### src/rtl/retire_order_pkg.sv
// Shared pipeline widths plus the id-sequence helpers used by the retirement buffer.
// Ids are nonzero and wrap from 2^w-1 back to 1.
package retire_order_pkg;

  localparam int INSTRUCTION_ID_WIDTH = 4;
  localparam int ADDR_WIDTH           = 32;
  localparam int NUM_REGISTERS_LOG2   = 5;
  localparam int DATA_WIDTH           = 32;
  localparam int ROB_DEPTH            = 8;

  function automatic logic [31:0] id_next(input logic [31:0] i, input int w);
    logic [31:0] id_max;
    id_max = (32'd1 << w) - 32'd1;
    return (i == id_max) ? 32'd1 : i + 32'd1;
  endfunction

  // Distance along the id sequence; the wrap skips id 0, hence the extra -1.
  function automatic logic [31:0] id_dist(input logic [31:0] h, input logic [31:0] i, input int w);
    if (i >= h) return i - h;
    return i - h - 32'd1 + (32'd1 << w);
  endfunction

endpackage

### src/rtl/retire_order_if.sv
// Completion inputs from both execution pipes and the two registered retire slots.
interface retire_order_if import retire_order_pkg::*; #(
  parameter int ID_W   = INSTRUCTION_ID_WIDTH,
  parameter int DATA_W = DATA_WIDTH
);
  logic [ID_W-1:0]               cmp0_id,   cmp1_id;
  logic [ADDR_WIDTH-1:0]         cmp0_pc,   cmp1_pc;
  logic                          cmp0_wen,  cmp1_wen;
  logic [NUM_REGISTERS_LOG2-1:0] cmp0_rd,   cmp1_rd;
  logic [DATA_W-1:0]             cmp0_data, cmp1_data;

  logic [ID_W-1:0]               ret0_id,   ret1_id;
  logic [ADDR_WIDTH-1:0]         ret0_pc,   ret1_pc;
  logic                          ret0_wen,  ret1_wen;
  logic [NUM_REGISTERS_LOG2-1:0] ret0_rd,   ret1_rd;
  logic [DATA_W-1:0]             ret0_data, ret1_data;

  modport master (
    output cmp0_id, cmp0_pc, cmp0_wen, cmp0_rd, cmp0_data,
    output cmp1_id, cmp1_pc, cmp1_wen, cmp1_rd, cmp1_data,
    input  ret0_id, ret0_pc, ret0_wen, ret0_rd, ret0_data,
    input  ret1_id, ret1_pc, ret1_wen, ret1_rd, ret1_data
  );

  modport slave (
    input  cmp0_id, cmp0_pc, cmp0_wen, cmp0_rd, cmp0_data,
    input  cmp1_id, cmp1_pc, cmp1_wen, cmp1_rd, cmp1_data,
    output ret0_id, ret0_pc, ret0_wen, ret0_rd, ret0_data,
    output ret1_id, ret1_pc, ret1_wen, ret1_rd, ret1_data
  );
endinterface

### src/rtl/rob_entry_array.sv
// DEPTH-entry window storage: two write ports, two read ports, per-read-port clear.
// Only the valid bits are reset; payload is qualified by valid.
module rob_entry_array #(
  parameter int DEPTH = 8,
  parameter int PW    = 8
) (
  input  logic                     clk,
  input  logic                     rst,
  input  logic                     i_clr_all,
  input  logic                     i_we0,
  input  logic [$clog2(DEPTH)-1:0] i_wslot0,
  input  logic [PW-1:0]            i_wdata0,
  input  logic                     i_we1,
  input  logic [$clog2(DEPTH)-1:0] i_wslot1,
  input  logic [PW-1:0]            i_wdata1,
  input  logic [1:0]               i_clr,
  input  logic [$clog2(DEPTH)-1:0] i_rslot0,
  input  logic [$clog2(DEPTH)-1:0] i_rslot1,
  output logic [DEPTH-1:0]         o_valid,
  output logic [PW-1:0]            o_rdata0,
  output logic [PW-1:0]            o_rdata1
);
  localparam int SW = $clog2(DEPTH);

  logic [DEPTH-1:0] r_valid;
  logic [PW-1:0]    r_data [DEPTH];

  always_ff @(posedge clk or posedge rst) begin
    if (rst) begin
      r_valid <= '0;
    end else if (i_clr_all) begin
      r_valid <= '0;
    end else begin
      for (int i = 0; i < DEPTH; i++) begin
        if ((i_we0 && i_wslot0 == SW'(i)) || (i_we1 && i_wslot1 == SW'(i)))
          r_valid[i] <= 1'b1;
        else if ((i_clr[0] && i_rslot0 == SW'(i)) || (i_clr[1] && i_rslot1 == SW'(i)))
          r_valid[i] <= 1'b0;
      end
    end
  end

  always_ff @(posedge clk) begin
    if (i_we0) r_data[i_wslot0] <= i_wdata0;
    if (i_we1) r_data[i_wslot1] <= i_wdata1;
  end

  assign o_valid  = r_valid;
  assign o_rdata0 = r_data[i_rslot0];
  assign o_rdata1 = r_data[i_rslot1];
endmodule

### src/rtl/retire_order.sv
// In-order retirement buffer: collects out-of-order completions by id and
// retires up to two instructions per cycle in program order.
module retire_order import retire_order_pkg::*; #(
  parameter int DEPTH  = ROB_DEPTH,
  parameter int ID_W   = INSTRUCTION_ID_WIDTH,
  parameter int DATA_W = DATA_WIDTH
) (
  input  logic              clk,
  input  logic              reset,
  input  logic              flush,
  input  logic [ID_W-1:0]   flush_id,
  retire_order_if.slave     bus,
  output logic [ID_W-1:0]   head_id,
  output logic              order_error
);
  localparam int SW = $clog2(DEPTH);
  localparam int PW = ID_W + ADDR_WIDTH + 1 + NUM_REGISTERS_LOG2 + DATA_W;

  logic [ID_W-1:0]  r_head_id;
  logic [SW-1:0]    r_head_slot;
  logic             r_order_error;
  logic [PW-1:0]    r_ret0, r_ret1;

  logic [DEPTH-1:0] w_valid;
  logic [31:0]      w_dist0, w_dist1;
  logic [SW-1:0]    w_slot0, w_slot1, w_rslot1;
  logic             w_acc0, w_acc1, w_dup, w_err, w_ret0, w_ret1;
  logic [PW-1:0]    w_cpl0, w_cpl1, w_rent0, w_rent1;
  logic [ID_W-1:0]  w_head_n1, w_head_n2;

  assign w_cpl0 = {bus.cmp0_id, bus.cmp0_pc, bus.cmp0_wen, bus.cmp0_rd, bus.cmp0_data};
  assign w_cpl1 = {bus.cmp1_id, bus.cmp1_pc, bus.cmp1_wen, bus.cmp1_rd, bus.cmp1_data};

  // Window placement: slot offset from head equals id distance from head_id.
  assign w_dist0 = id_dist(32'(r_head_id), 32'(bus.cmp0_id), ID_W);
  assign w_dist1 = id_dist(32'(r_head_id), 32'(bus.cmp1_id), ID_W);
  assign w_slot0 = r_head_slot + w_dist0[SW-1:0];
  assign w_slot1 = r_head_slot + w_dist1[SW-1:0];

  assign w_dup  = (bus.cmp1_id != '0) && (bus.cmp1_id == bus.cmp0_id);
  assign w_acc0 = (bus.cmp0_id != '0) && (w_dist0 < 32'(DEPTH)) && !w_valid[w_slot0];
  assign w_acc1 = (bus.cmp1_id != '0) && !w_dup && (w_dist1 < 32'(DEPTH)) && !w_valid[w_slot1];
  assign w_err  = ((bus.cmp0_id != '0) && !w_acc0) || ((bus.cmp1_id != '0) && !w_acc1);

  // Retire looks only at stored valids, so a completion never bypasses to ret*.
  assign w_rslot1 = r_head_slot + SW'(1);
  assign w_ret0   = w_valid[r_head_slot];
  assign w_ret1   = w_ret0 && w_valid[w_rslot1];

  assign w_head_n1 = ID_W'(id_next(32'(r_head_id), ID_W));
  assign w_head_n2 = ID_W'(id_next(32'(w_head_n1), ID_W));

  rob_entry_array #(.DEPTH(DEPTH), .PW(PW)) u_entries (
    .clk      (clk),
    .rst      (reset),
    .i_clr_all(flush),
    .i_we0    (w_acc0 && !flush),
    .i_wslot0 (w_slot0),
    .i_wdata0 (w_cpl0),
    .i_we1    (w_acc1 && !flush),
    .i_wslot1 (w_slot1),
    .i_wdata1 (w_cpl1),
    .i_clr    ({w_ret1, w_ret0} & {2{!flush}}),
    .i_rslot0 (r_head_slot),
    .i_rslot1 (w_rslot1),
    .o_valid  (w_valid),
    .o_rdata0 (w_rent0),
    .o_rdata1 (w_rent1)
  );

  always_ff @(posedge clk or posedge reset) begin
    if (reset) begin
      r_head_id     <= ID_W'(1);
      r_head_slot   <= '0;
      r_order_error <= 1'b0;
      r_ret0        <= '0;
      r_ret1        <= '0;
    end else if (flush) begin
      r_head_id   <= flush_id;
      r_head_slot <= '0;
      r_ret0      <= '0;
      r_ret1      <= '0;
    end else begin
      r_ret0 <= w_ret0 ? w_rent0 : '0;
      r_ret1 <= w_ret1 ? w_rent1 : '0;
      if (w_ret1) begin
        r_head_id   <= w_head_n2;
        r_head_slot <= r_head_slot + SW'(2);
      end else if (w_ret0) begin
        r_head_id   <= w_head_n1;
        r_head_slot <= r_head_slot + SW'(1);
      end
      if (w_err) r_order_error <= 1'b1;
    end
  end

  assign {bus.ret0_id, bus.ret0_pc, bus.ret0_wen, bus.ret0_rd, bus.ret0_data} = r_ret0;
  assign {bus.ret1_id, bus.ret1_pc, bus.ret1_wen, bus.ret1_rd, bus.ret1_data} = r_ret1;
  assign head_id     = r_head_id;
  assign order_error = r_order_error;
endmodule

### src/flat_wrapper.sv
// flat-port wrapper written by rule: the top's interface ports become plain ports
module retire_order_flat import retire_order_pkg::*;
#(
  parameter int DEPTH  = ROB_DEPTH,
  parameter int ID_W   = INSTRUCTION_ID_WIDTH,
  parameter int DATA_W = DATA_WIDTH
)
  (clk, reset, flush, flush_id, head_id, order_error, bus_cmp0_id, bus_cmp0_pc, bus_cmp0_wen, bus_cmp0_rd, bus_cmp0_data, bus_cmp1_id, bus_cmp1_pc, bus_cmp1_wen, bus_cmp1_rd, bus_cmp1_data, bus_ret0_id, bus_ret0_pc, bus_ret0_wen, bus_ret0_rd, bus_ret0_data, bus_ret1_id, bus_ret1_pc, bus_ret1_wen, bus_ret1_rd, bus_ret1_data);
  retire_order_if #(.ID_W(ID_W), .DATA_W(DATA_W)) bus_i ();
  input  logic clk;
  input  logic reset;
  input  logic flush;
  input  logic [ID_W-1:0] flush_id;
  output logic [ID_W-1:0] head_id;
  output logic order_error;
  input wire logic [$bits(bus_i.cmp0_id)-1:0] bus_cmp0_id;
  input wire logic [$bits(bus_i.cmp0_pc)-1:0] bus_cmp0_pc;
  input wire logic [$bits(bus_i.cmp0_wen)-1:0] bus_cmp0_wen;
  input wire logic [$bits(bus_i.cmp0_rd)-1:0] bus_cmp0_rd;
  input wire logic [$bits(bus_i.cmp0_data)-1:0] bus_cmp0_data;
  input wire logic [$bits(bus_i.cmp1_id)-1:0] bus_cmp1_id;
  input wire logic [$bits(bus_i.cmp1_pc)-1:0] bus_cmp1_pc;
  input wire logic [$bits(bus_i.cmp1_wen)-1:0] bus_cmp1_wen;
  input wire logic [$bits(bus_i.cmp1_rd)-1:0] bus_cmp1_rd;
  input wire logic [$bits(bus_i.cmp1_data)-1:0] bus_cmp1_data;
  output wire logic [$bits(bus_i.ret0_id)-1:0] bus_ret0_id;
  output wire logic [$bits(bus_i.ret0_pc)-1:0] bus_ret0_pc;
  output wire logic [$bits(bus_i.ret0_wen)-1:0] bus_ret0_wen;
  output wire logic [$bits(bus_i.ret0_rd)-1:0] bus_ret0_rd;
  output wire logic [$bits(bus_i.ret0_data)-1:0] bus_ret0_data;
  output wire logic [$bits(bus_i.ret1_id)-1:0] bus_ret1_id;
  output wire logic [$bits(bus_i.ret1_pc)-1:0] bus_ret1_pc;
  output wire logic [$bits(bus_i.ret1_wen)-1:0] bus_ret1_wen;
  output wire logic [$bits(bus_i.ret1_rd)-1:0] bus_ret1_rd;
  output wire logic [$bits(bus_i.ret1_data)-1:0] bus_ret1_data;
  assign bus_i.cmp0_id = bus_cmp0_id;
  assign bus_i.cmp0_pc = bus_cmp0_pc;
  assign bus_i.cmp0_wen = bus_cmp0_wen;
  assign bus_i.cmp0_rd = bus_cmp0_rd;
  assign bus_i.cmp0_data = bus_cmp0_data;
  assign bus_i.cmp1_id = bus_cmp1_id;
  assign bus_i.cmp1_pc = bus_cmp1_pc;
  assign bus_i.cmp1_wen = bus_cmp1_wen;
  assign bus_i.cmp1_rd = bus_cmp1_rd;
  assign bus_i.cmp1_data = bus_cmp1_data;
  assign bus_ret0_id = bus_i.ret0_id;
  assign bus_ret0_pc = bus_i.ret0_pc;
  assign bus_ret0_wen = bus_i.ret0_wen;
  assign bus_ret0_rd = bus_i.ret0_rd;
  assign bus_ret0_data = bus_i.ret0_data;
  assign bus_ret1_id = bus_i.ret1_id;
  assign bus_ret1_pc = bus_i.ret1_pc;
  assign bus_ret1_wen = bus_i.ret1_wen;
  assign bus_ret1_rd = bus_i.ret1_rd;
  assign bus_ret1_data = bus_i.ret1_data;
  retire_order #(.DEPTH(DEPTH), .ID_W(ID_W), .DATA_W(DATA_W)) u_core (.clk(clk), .reset(reset), .flush(flush), .flush_id(flush_id), .bus(bus_i), .head_id(head_id), .order_error(order_error));
endmodule
### config.mk
export PLATFORM = sky130hd
export DESIGN_NAME = retire_order_flat
export DESIGN_NICKNAME = d
export VERILOG_FILES = /design/src/rtl/retire_order_pkg.sv /design/src/rtl/retire_order_if.sv /design/src/rtl/rob_entry_array.sv /design/src/rtl/retire_order.sv /design/src/flat_wrapper.sv
export SDC_FILE = /design/constraint.sdc
export NUM_CORES = 1
export LEC_CHECK = 0
export CORE_MARGIN = 2
export CORE_UTILIZATION = 45
export CTS_BUF_LIST = sky130_fd_sc_hd__clkbuf_16
export CTS_CLUSTER_DIAMETER = 100
export DETAILED_ROUTE_END_ITERATION = 7
export PLACE_DENSITY = 0.72
export SETUP_SLACK_MARGIN = 0.3
export SYNTH_ARGS = -nofsm -noshare
export SYNTH_HDL_FRONTEND = slang
export SYNTH_SLANG_ARGS = --single-unit
### constraint.sdc
create_clock -name clk -period 15.23 [get_ports clk]
set_input_delay 4.569 -clock clk [delete_from_list [all_inputs] [get_ports clk]]
set_output_delay 4.569 -clock clk [all_outputs]
set_load 0.01 [all_outputs]
==> results.json, run 1 <==
{
  "leakagePower_nw": 16.6,
  "remaining_drc_errors": 0,
  "ys_types": 67,
  "routed-via-count": 24700,
  "die_area_mm2": 0.0920,
  "finalHoldViolations": 0,
  "fillers": 7061,
  "routed_wl_mm": 112,
  "area.sequential_mm2": 0.0219,
  "min_path_cells": 1,
  "hold_buffers": 0,
  "power_density_mw_per_mm2": 110,
  "ys.flop_type": "edfxtp_1",
  "root_buffer": "clkbuf_16",
  "maxCapViolCount": 0,
  "muxShareOfSynthArea_pct": 35.4,
  "synthArstFlopShare_pct": 21.7,
  "clkSinkCount": 756,
  "cp_max_fo": 38,
  "ys_ff_latch": 756,
  "met1_length_mm": 42.9,
  "slew_violations": 0,
  "drtPass1Iterations": 5,
  "initialDrtViolationCount": 2032,
  "min-delay-path-class": "flop to flop",
  "start_util_pct": 45.5,
  "synth_compound_area_share_pct": 2.28,
  "antenna_found_initial": 21,
  "syn_area_per_cell_um2": 16.1,
  "ys_seq_area_share_pct": 54.3,
  "synth_xor_area_share_pct": 0.413,
  "cts-htree-levels": 3,
  "vdd_drop_max_mv": 0.0901,
  "clock.fmax_mhz": 92.3,
  "pre_cts_ws_ns": 3.81,
  "multi_input_area_mm2": 0.0176,
  "final_cell_mix": "592 x edfxtp_1, 406 x mux2_2, 307 x clkdlybuf4s50_1",
  "synth_top_family_by_area": "multiplexers",
  "clkLatencyLatePin_ns": 0.64,
  "postCtsResizedCells": 0,
  "dieHeight_um": 303,
  "synth_warnings": 0,
  "power_w": 0.00516,
  "io_pins": 308,
  "synth_fa_ha_area_share_pct": 1.30,
  "place_congestion": 0.838,
  "r2r_cells": 16,
  "first_global_vias": 26700,
  "netlist_instances": 2496,
  "hold_ws_ns": 0.526,
  "grt_max_degree": 144,
  "overflow": 0,
  "syn_nets": 2691,
  "status": "complete, no violations",
  "critPathKind": "input port to flop",
  "cp-start-kind": "input port",
  "fin_skew_ns": 0.0261,
  "setup_ws_ns": 4.39,
  "synth_simple_gate_area_share_pct": 3.79,
  "grt_pass1_wl_mm": 168,
  "syn_to_final_growth_pct": 16.6,
  "min_period_over_period_pct": 71.2,
  "rsz0062_at_grt": "false",
  "ant_nets": 0,
  "setup_tns_ns": 0,
  "io_buffers": 307,
  "grt_usage_pct": 24.6,
  "max_slew_margin_pct": 21.4,
  "cts_tree": "yes",
  "period_needed_ns": 10.84,
  "core_mm2": 0.0885,
  "drive_gt1_share_pct": 32.5,
  "synth_edf_count": 592,
  "met3RoutedLength_mm": 8.09,
  "fp.dieW_um": 303,
  "dp_hpwl_mm": 67.1,
  "setup-violations-final": 0,
  "wl_per_cell_um": 28.1,
  "via_per_inst": 6.21,
  "clk_pin_slew_ns": 0.06,
  "cts_buffers": 83,
  "synth.cell_area_mm2": 0.0403,
  "layout_commonest_cell": "edfxtp_1",
  "fin_nets": 2937,
  "post_cts_buffers": 0,
  "rows": 109,
  "required_ns": 15.47,
  "cts_buffer_depth": 3,
  "cp-end-kind": "flop",
  "worstPathArrival_ns": 11.08,
  "met2_length_mm": 57.4,
  "reg2reg_setup_slack_ns": 8.34,
  "top_layer": "met5",
  "tightest_slew_ns": 1.18
}
path summary, 6_finish.rpt:
| check | start | endpoint |
|---|---|---|
| max | bus_cmp1_id[0] | u_core.u_entries.r_data[4][0] |
| min | u_core.order_error | u_core.order_error |
| max reg2reg | u_core.head_id[0] | u_core.u_entries.r_data[4][0] |
| min reg2reg | u_core.order_error | u_core.order_error |
| max in group asynchronous | reset | u_core.r_head_slot[1] |
| min in group asynchronous | reset | u_core.r_ret1[55] |
through the flow:
| stage | util, % | cells | area, um2 |
|---|---|---|---|
| 2_1_floorplan | - | 2496 | 40300 |
| 3_3_place_gp | 50.2 | 3822 | 44400 |
| 3_5_place_dp | 50.2 | 3822 | 44400 |
| 4_1_cts | 53.1 | 3975 | 47000 |
| 5_1_grt | 53.1 | 3982 | 47000 |
| 6_report | 53.1 | 3986 | 47000 |
registers in the layout (all words and copies together), names as in the netlist:
signal                    cells
u_core.u_entries.r_data     592
u_core.r_ret0                74
u_core.r_ret1                74
u_core.u_entries.o_valid      8
u_core.head_id                4
u_core.r_head_slot            3
u_core.order_error            1
Yosys cell counts, types with 4 or more instances:
cell	count	area share (%)
buf_1	36	0.34
nor4_1	4	0.062
mux2_4	6	0.22
edfxtp_1	592	44
buf_2	53	0.66
dfrtp_1	163	10
o41ai_1	8	0.17
mux4_2	303	17
a31oi_1	10	0.16
clkbuf_1	76	0.71
o21ai_0	18	0.22
ha_1	37	1.1
nor2b_1	10	0.16
mux2i_1	83	2.1
nand2_1	171	1.6
xor2_1	6	0.13
buf_6	15	0.42
mux2_2	406	11
a21oi_1	89	1.1
inv_1	13	0.12
nor2_1	97	0.90
o221ai_1	4	0.087
nand2b_1	10	0.16
mux2_1	174	4.9
or2_2	4	0.062
xnor2_1	13	0.28
nand3_1	20	0.25
buf_4	12	0.22
a22oi_1	4	0.075
nand3b_1	6	0.11
final cells by class:
class                      count  area share, %
clock buffer                  86           4.58
timing repair buffer         353           7.30
antenna                       11         0.0586
clock inverter                67          0.876
sequential                   756           46.6
inverter                      16          0.149
tap                         1165           3.10
multi-input combinational   1532           37.4
logic make-up after synthesis:
kind of cell / count (synthesis)
adders and majority gates: 40
xor gates and xnor gates: 19
muxes: 972
and+or+nand+nor: 346
DFF: 756
AOI/OAI and AO/OA: 155
buffers and inverters: 208
power by group:
part / internal, W / switching, W
clock: 0.00108 / 0.000837
sequential: 0.00234 / 0.0000483
combinational: 0.000397 / 0.000459
worst max-delay path: stages:
cell and delay, ns:
clkdlybuf4s50_1 0.46, clkinv_1 0.20, ha_1 0.21, inv_1 0.06, fa_1 0.40, a21o_1 0.18, a21oi_1 0.80, nand2b_1 0.13
ha_1 0.31, nor4bb_1 0.30, nand4_1 0.13, nor4b_1 0.41, a31oi_2 0.24, nor4_4 0.44, nand3_4 0.71, o41ai_2 0.26
buf_4 0.53, buf_4 0.64
layer usage:
metal,track usage (%),up-vias
li1,-,10400
met1,30.9,13100
met2,42.7,986
met3,4.50,210
met4,8.22,24
met5,0,-
Power figures use the tool's default switching activity.
==> run 2, diff against run 1 <==
--- a/config.mk
+++ b/config.mk
@@ -10,7 +10,7 @@
 export CTS_BUF_LIST = sky130_fd_sc_hd__clkbuf_16
 export CTS_CLUSTER_DIAMETER = 100
 export DETAILED_ROUTE_END_ITERATION = 7
-export PLACE_DENSITY = 0.72
+export PLACE_DENSITY = 0.75
 export SETUP_SLACK_MARGIN = 0.3
 export SYNTH_ARGS = -nofsm -noshare
 export SYNTH_HDL_FRONTEND = slang
==> constraint.sdc (replaced) <==
create_clock -name clk -period 9.26 [get_ports clk]
set_input_delay 2.778 -clock clk [delete_from_list [all_inputs] [get_ports clk]]
set_output_delay 2.778 -clock clk [all_outputs]
set_load 0.01 [all_outputs]
==> run 2 against run 1 <==
Compared with the run above: setup slack worse by 3.1 ns; first-iteration DRC count is 23% higher; sequential power is 64% higher; hold slack better by 0.068 ns; clock-buffer cell count stayed put; sequential share of layout area is 0.35 points lower; clock skew is 0.0035 ns lower; total power is 70% higher; die area stayed put; cell count is 0.28% higher; via count is 0.95% higher; highest routed layer unchanged.
==> results.json, run 2 (synthesized netlist as in run 1, its figures left out) <==
{
  "status": "complete, no violations",
  "via_per_inst": 6.25,
  "power_density_mw_per_mm2": 185,
  "setup_ws_ns": 1.24,
  "power_w": 0.00874,
  "fp.dieW_um": 303,
  "grt_usage_pct": 24.8,
  "fillers": 6911,
  "min_period_over_period_pct": 86.6,
  "dieHeight_um": 303,
  "place_congestion": 0.839,
  "required_ns": 9.52,
  "drtPass1Iterations": 5,
  "io_pins": 308,
  "io_buffers": 307,
  "crit_chain": "clkdlybuf4s50_1 > clkinv_1 > ha_1 > and4_1 > nor2b_1 > nand2_1 > a21oi_1 > ha_1 > inv_1 > fa_1 > xnor2_1 > xnor2_1 > xnor2_1 > xor2_1 > nor2_1 > o21ai_2 > buf_4 > o41ai_4 > buf_4",
  "largest_register_ffs": 592,
  "worstPathArrival_ns": 8.28,
  "clock.fmax_mhz": 125,
  "r2r_cells": 10,
  "reg.largest.list": "u_core.u_entries.r_data x592, u_core.r_ret0 x74, u_core.r_ret1 x74",
  "grt_use_met3_pct": 5.05,
  "rsz0062_at_grt": "false",
  "cts_tree": "yes",
  "final_cell_mix": "592 x edfxtp_1, 406 x mux2_2, 307 x clkdlybuf4s50_1",
  "rows": 109,
  "cts_buffers": 84,
  "finalHoldViolations": 0,
  "clkSinkCount": 756,
  "drive_gt1_share_pct": 32.4,
  "overflow": 0,
  "cpMostUsedCell": "xnor2_1",
  "grt_pass1_wl_mm": 169,
  "start_util_pct": 45.5,
  "dp_hpwl_mm": 68.1,
  "cp_slowest_cell": "buf_4",
  "leakagePower_nw": 16.8,
  "die_area_mm2": 0.0920,
  "first_global_vias": 26800,
  "syn_to_final_growth_pct": 17.5,
  "routed_wl_mm": 114,
  "min_path_cells": 1,
  "largest_register": "u_core.u_entries.r_data",
  "cp_max_fo": 51,
  "use_met1_pct": 30.9,
  "ant_nets": 0,
  "use_met2_pct": 42.5,
  "clkLatencyLatePin_ns": 0.65,
  "core_mm2": 0.0885,
  "fin_nets": 2949,
  "hold_buffers": 0,
  "remaining_drc_errors": 0,
  "critPathKind": "input port to flop",
  "antenna_found_initial": 15,
  "vdd_drop_max_mv": 0.123,
  "cts-htree-levels": 3,
  "post_cts_buffers": 0,
  "busiest_layer": "met2",
  "clk_pin_slew_ns": 0.06,
  "initialDrtViolationCount": 2507,
  "routed-via-count": 25000,
  "setup_tns_ns": 0,
  "critPathMaxStageDelay_ns": 0.80,
  "pre_cts_ws_ns": 0.634,
  "cp-end-kind": "flop",
  "max_slew_margin_pct": 22.0,
  "grt_max_degree": 114,
  "fin_skew_ns": 0.0226,
  "root_buffer": "clkbuf_16",
  "layout_commonest_cell": "edfxtp_1",
  "wl_per_cell_um": 28.5,
  "period_needed_ns": 8.02,
  "maxCapViolCount": 0,
  "cp-start-kind": "input port",
  "slew_violations": 0,
  "cts_buffer_depth": 3,
  "postCtsResizedCells": 0,
  "min-delay-path-class": "flop to flop",
  "tightest_slew_ns": 1.17,
  "setup-violations-final": 0
}
-- run 2: cell types whose count changed in the layout (fill, tap and decap cells not counted), moves of 2 or more --
cell and delta:
o41ai_2 -8, inv_2 -2, inv_4 -3, o41ai_4 +8, clkinvlp_4 -4, diode_2 -3, bufinv_16 +7, clkinv_2 -13
buf_4 +11, clkinv_1 +16
-- run 2: through the flow --
step	area [um2]	std cells	hold WS [ns]	util, %
floorplan	40400	2496	0.517	-
global placement	44600	3833	0.598	50.4
detailed placement	44600	3833	0.597	50.4
CTS	47300	3989	0.611	53.5
global route	47400	3995	0.621	53.5
finish	47400	3997	0.594	53.5
-- run 2: critical path: cells and delay by family --
family	cells	cell delay [ns]
simple gates	4	0.95
compound gates	3	0.63
fa+ha+maj	3	1.02
xor+xnor	4	0.87
buf+inv	5	1.95
-- run 2: final timing paths --
check | startpoint | end | slack, ns
min reg2reg | u_core.order_error | u_core.order_error | 0.59
min in group asynchronous | reset | u_core.r_ret1[3] | 2.67
max reg2reg | u_core.r_head_slot[0] | u_core.u_entries.r_data[1][22] | 3.47
max in group asynchronous | reset | u_core.r_ret0[27] | 5.39
min | u_core.order_error | u_core.order_error | 0.59
max | bus_cmp0_id[0] | u_core.u_entries.r_data[4][48] | 1.24
-- run 2: area by class of cell --
type                    count  area (um2)  share of cell area (%)
clock buffers              86        2150                    4.54
inverters                  16        70.1                   0.148
multi-input cells        1532       17700                    37.3
repair buffers            364        3510                    7.42
diodes                      8        20.0                  0.0423
flip-flops and latches    756       21900                    46.2
well taps                1165        1460                    3.08
clock inverters            70         602                    1.27
-- run 2: power breakdown --
group          internal [W]  switching, W
clock               0.00197       0.00140
combinational      0.000660      0.000790
sequential          0.00385     0.0000788
-- run 2: layer usage --
metal	routed length, um	part of all wire, %
met4	3800	3.3
met1	43300	38
met3	8720	7.7
met5	98	0.086
met2	57900	51
==> run 3, diff against run 2 <==
--- a/config.mk
+++ b/config.mk
@@ -8,7 +8,6 @@
 export CORE_MARGIN = 2
 export CORE_UTILIZATION = 45
 export CTS_BUF_LIST = sky130_fd_sc_hd__clkbuf_16
-export CTS_CLUSTER_DIAMETER = 100
 export DETAILED_ROUTE_END_ITERATION = 7
 export PLACE_DENSITY = 0.75
 export SETUP_SLACK_MARGIN = 0.3
==> results of run 3 <==
Final layout, timing and power as in run 2 (identical DEF).
==> patch 1 (config.mk and constraints of run 1) <==
Set the package constant `ROB_DEPTH` to 4 (it was 8).
--- a/src/rtl/retire_order_pkg.sv
+++ b/src/rtl/retire_order_pkg.sv
@@ -7,5 +7,5 @@
   localparam int NUM_REGISTERS_LOG2   = 5;
   localparam int DATA_WIDTH           = 32;
-  localparam int ROB_DEPTH            = 8;
+  localparam int ROB_DEPTH            = 4;
 
   function automatic logic [31:0] id_next(input logic [31:0] i, input int w);
Formal check against the unedited RTL: not equivalent (a bounded check fails within 4 cycles, from zero or initial values and one cycle with reset high).
==> patch 1 against run 1 <==
Sequential power decreased by 36%; via count is 42% lower; total power fell by 27%; setup slack better by 0.28 ns; sequential cell count fell by 301; count of clock-buffer cells in the layout decreased by 33; maximum frequency grew 2.7%; synthesized area shrank 43%; cell area decreased by 40%; wire length fell by 45%; largest cell class unchanged; largest power group unchanged.
==> patch 1: results (changes against run 1) <==
- Run status: completed
- Mean instance size in the synthesized netlist: 15.9 µm² (-1.8%)
- Maximum fanout count along the critical path: 44 (+16%)
- Number of signal-net buffers in the layout: 324 (-8.2%)
- Multi-input logic portion of the cell area: 34.0% (-3.3 points)
- Non-clock buffers, area share: 11.4% (+4.1 points)
- GR Util met3: 5.19% (+0.69 points)
- Maximum number of pins on one net before global-route repair: 92 (-36%)
- Leakage power total: 0.0107 µW (-36%)
- Post-synth net total: 1634 (-39%)
- Number of global-route vias before repair: 15100 (-43%)
- First-pass GRT wire length: 92.7 mm (-45%)
- Slack of the worst reg-to-reg path: 8.65 ns (+0.31 ns)
- Fraction of synthesized area in multiplexers: 29.2% (-6.2 points)
- Synthesis-to-layout area growth: 23.2%
- Share of total power in the clock network: 30.9% (-6.2 points)
- Hold Slack: 0.702 ns (+0.176 ns)
- Largest registers: u_core.u_entries.r_data (296), u_core.r_ret0 (74), u_core.r_ret1 (74)
- Reg-to-reg startpoint: u_core.head_id[1]
- Async SR Flop Fraction: 34.9% (+13 points)
- Arrival time reported for the critical path endpoint: 10.78 ns (-0.30 ns)
- Number of diodes: 7 (-4)
- Biggest cell delay along the critical path: 0.77 ns (-0.03 ns)
- DP Cell Count: 2334 (-39%)
- Depth of the CTS H-tree: 2 (-1)
- Overall fraction of global-route tracks in use: 23.3% (-1.2 points)
- Seq Cell Count: 455 (-40%)
- Fraction of final layout cells sized beyond drive strength 1: 26.8% (-5.7 points)
- Maximum ir drop on the vdd rail: 0.0913 mV (+1.3%)
- Worst min-delay path endpoint: u_core.u_entries.o_valid[3]
- Worst slew pin tran: 1.02 ns (-0.159 ns)
- Top cells by count, synth: 296 x sky130_fd_sc_hd__edfxtp_1, 212 x sky130_fd_sc_hd__mux2_2, 158 x sky130_fd_sc_hd__dfrtp_1
- Clk_skew: 0.0208 ns (-0.00527 ns)
- Area taken by flip-flops and latches: 12900 µm² (-41%)
- DRC violation total after the first TritonRoute iteration: 1140 (-44%)
- Via density: 5.91 (-4.7%)
- Total Wirelength: 61.7 mm (-45%)
- DR WL met3: 4.62 mm (-43%)
- Top cells by area in the synthesized netlist: sky130_fd_sc_hd__edfxtp_1 39%, sky130_fd_sc_hd__dfrtp_1 17%, sky130_fd_sc_hd__mux4_2 15%
- Clock buffer count from CTS: 49 (-41%)
## patch 1: cell count changes after synthesis, moves of 93 or more
cell                       change
sky130_fd_sc_hd__and3_1      +146
sky130_fd_sc_hd__edfxtp_1    -296
sky130_fd_sc_hd__mux2_1       -93
sky130_fd_sc_hd__mux2_2      -194
sky130_fd_sc_hd__mux4_2      -154
sky130_fd_sc_hd__nand2_1     -141
## patch 1: worst max-delay path by stage
stage                   start  slack [ns]                        endpoint
3_3_place_gp   bus_cmp0_id[1]        4.44  u_core.u_entries.r_data[1][58]
3_5_place_dp   bus_cmp0_id[1]        4.14  u_core.u_entries.r_data[1][58]
6_report       bus_cmp0_id[1]        4.67  u_core.u_entries.r_data[1][55]
4_1_cts        bus_cmp0_id[1]        4.77  u_core.u_entries.r_data[3][71]
2_1_floorplan  bus_cmp0_id[1]        5.14   u_core.u_entries.r_data[1][0]
5_1_grt        bus_cmp0_id[1]        4.26  u_core.u_entries.r_data[1][51]
==> patch 2 (flow settings as in run 1) <==
Made on the original files. Register the output `order_error` once more, with the module's reset; this adds one clock of latency there. The other outputs are not delayed to match.
--- a/src/rtl/retire_order.sv
+++ b/src/rtl/retire_order.sv
@@ -98,5 +98,11 @@
   assign {bus.ret1_id, bus.ret1_pc, bus.ret1_wen, bus.ret1_rd, bus.ret1_data} = r_ret1;
   assign head_id     = r_head_id;
-  assign order_error = r_order_error;
+  always_ff @(posedge clk or posedge reset) begin
+    if (reset) begin
+      order_error <= '0;
+    end else begin
+      order_error <= r_order_error;
+    end
+  end
 endmodule
 
Check against the original RTL: not equivalent (a bounded check fails within 4 cycles, from zero or initial values and one cycle with reset high).
==> patch 2 against run 1 <==
Synthesized area about the same; setup slack better by 0.080 ns; sequential cell count up 1; cell area up 0.27%; total power up 1.1%; wire length up 3.2%; sequential share of layout area down 0.073 points; critical path type unchanged; critical endpoint is now u_core.u_entries.r_data[1][44]; largest power group unchanged.
==> patch 2: results (changes against run 1) <==
- Run status: completed
- Grt met1 use: 32.9% (+2.0 points)
- Number of cells in the finished layout apart from fillers: 3988 (+0.050%)
- Maximum number of pins on one net before global-route repair: 119 (-17%)
- Post-Place Worst Slack: 3.90 ns (+0.0913 ns)
- First-pass GRT wire length: 172 mm (+2.3%)
- Total power draw: 5210 µW (+1.1%)
- Weighted congestion at the end of routability-driven global placement: 0.889 (+6.0%)
- Number of global-route vias before repair: 27000 (+1.1%)
- Async SR Flop Fraction: 21.8% (+0.10 points)
- DP Cell Count: 3825 (+0.078%)
- Maximum ir drop on the vdd rail: 0.0864 mV (-4.2%)
- Post-detail-place hpwl: 68.2 mm (+1.6%)
- GR Util met3: 5.89% (+1.4 points)
- Total Wirelength: 115 mm (+3.2%)
- DR WL met3: 10.4 mm (+28%)
- Worst hold path stage count: 0 (-1)
- Post-synth net total: 2692 (+0.037%)
- Routed met1 length: 44.6 mm (+4.0%)
- Detailed route wirelength on metal2: 57.5 mm (+0.15%)
- Fraction of final layout cells sized beyond drive strength 1: 32.4% (-0.081 points)
- Switch share: 26.0% (-0.071 points)
- Arrival time reported for the critical path endpoint: 11.01 ns (-0.07 ns)
- Worst hold start: u_core.r_order_error
- Clock buffer count from CTS: 84 (+1.2%)
- Leakage power total: 0.0167 µW (+0.47%)
- M2 GR Usage: 42.2% (-0.52 points)
- Slew headroom: 19.8% (-1.6 points)
- Top cells by area in the synthesized netlist: sky130_fd_sc_hd__edfxtp_1 44%, sky130_fd_sc_hd__mux4_2 17%, sky130_fd_sc_hd__mux2_2 11%
- Reported combinational group power: 859 µW (about the same)
- Sequential Power Share: 45.9% (-0.4 points)
- Count of TritonRoute iterations in the first routing pass: 6 (+1)
- Net total in the final layout: 2941 (+0.14%)
- Total number of vias: 25300 (+2.2%)
## patch 2: cell count changes after synthesis, sizes merged
cell	change
dfrtp	+1
## patch 2: critical path: stages
cell,delay (ns)
sky130_fd_sc_hd__clkdlybuf4s50_1,0.46
sky130_fd_sc_hd__clkinv_1,0.21
sky130_fd_sc_hd__ha_1,0.22
sky130_fd_sc_hd__inv_1,0.06
sky130_fd_sc_hd__fa_1,0.39
sky130_fd_sc_hd__a21o_1,0.18
sky130_fd_sc_hd__a21oi_1,0.80
sky130_fd_sc_hd__nand2_1,0.15
sky130_fd_sc_hd__ha_1,0.34
sky130_fd_sc_hd__nor4bb_1,0.23
sky130_fd_sc_hd__nand4_1,0.13
sky130_fd_sc_hd__nor4b_1,0.37
sky130_fd_sc_hd__a31oi_2,0.23
sky130_fd_sc_hd__nor4b_4,0.49
sky130_fd_sc_hd__nand3_4,0.56
sky130_fd_sc_hd__buf_4,0.66
sky130_fd_sc_hd__o41ai_2,0.19
sky130_fd_sc_hd__buf_4,0.65
## patch 2: cell type report
class | instances | area [µm²]
Clock inverter | 67 | 412
Sequential cell | 757 | 21900
Tap cell | 1165 | 1460
Clock buffer | 90 | 2250
Multi-Input combinational cell | 1532 | 17600
Timing Repair Buffer | 355 | 3450
Antenna cell | 6 | 15.0
Fill cell | 7105 | 41500
Inverter | 16 | 70.1
## patch 2: kinds of logic after synthesis
family                   Yosys count  synth area share [%]
adder cells (fa/ha/maj)           40                  1.30
AND/OR/NAND/NOR                  346                  3.79
XOR/XNOR                          19                 0.413
buffers and inverters            208                  2.49
flip-flops                       757                  54.3
multiplexers                     972                  35.4
AO/OA/AOI/OAI                    155                  2.28
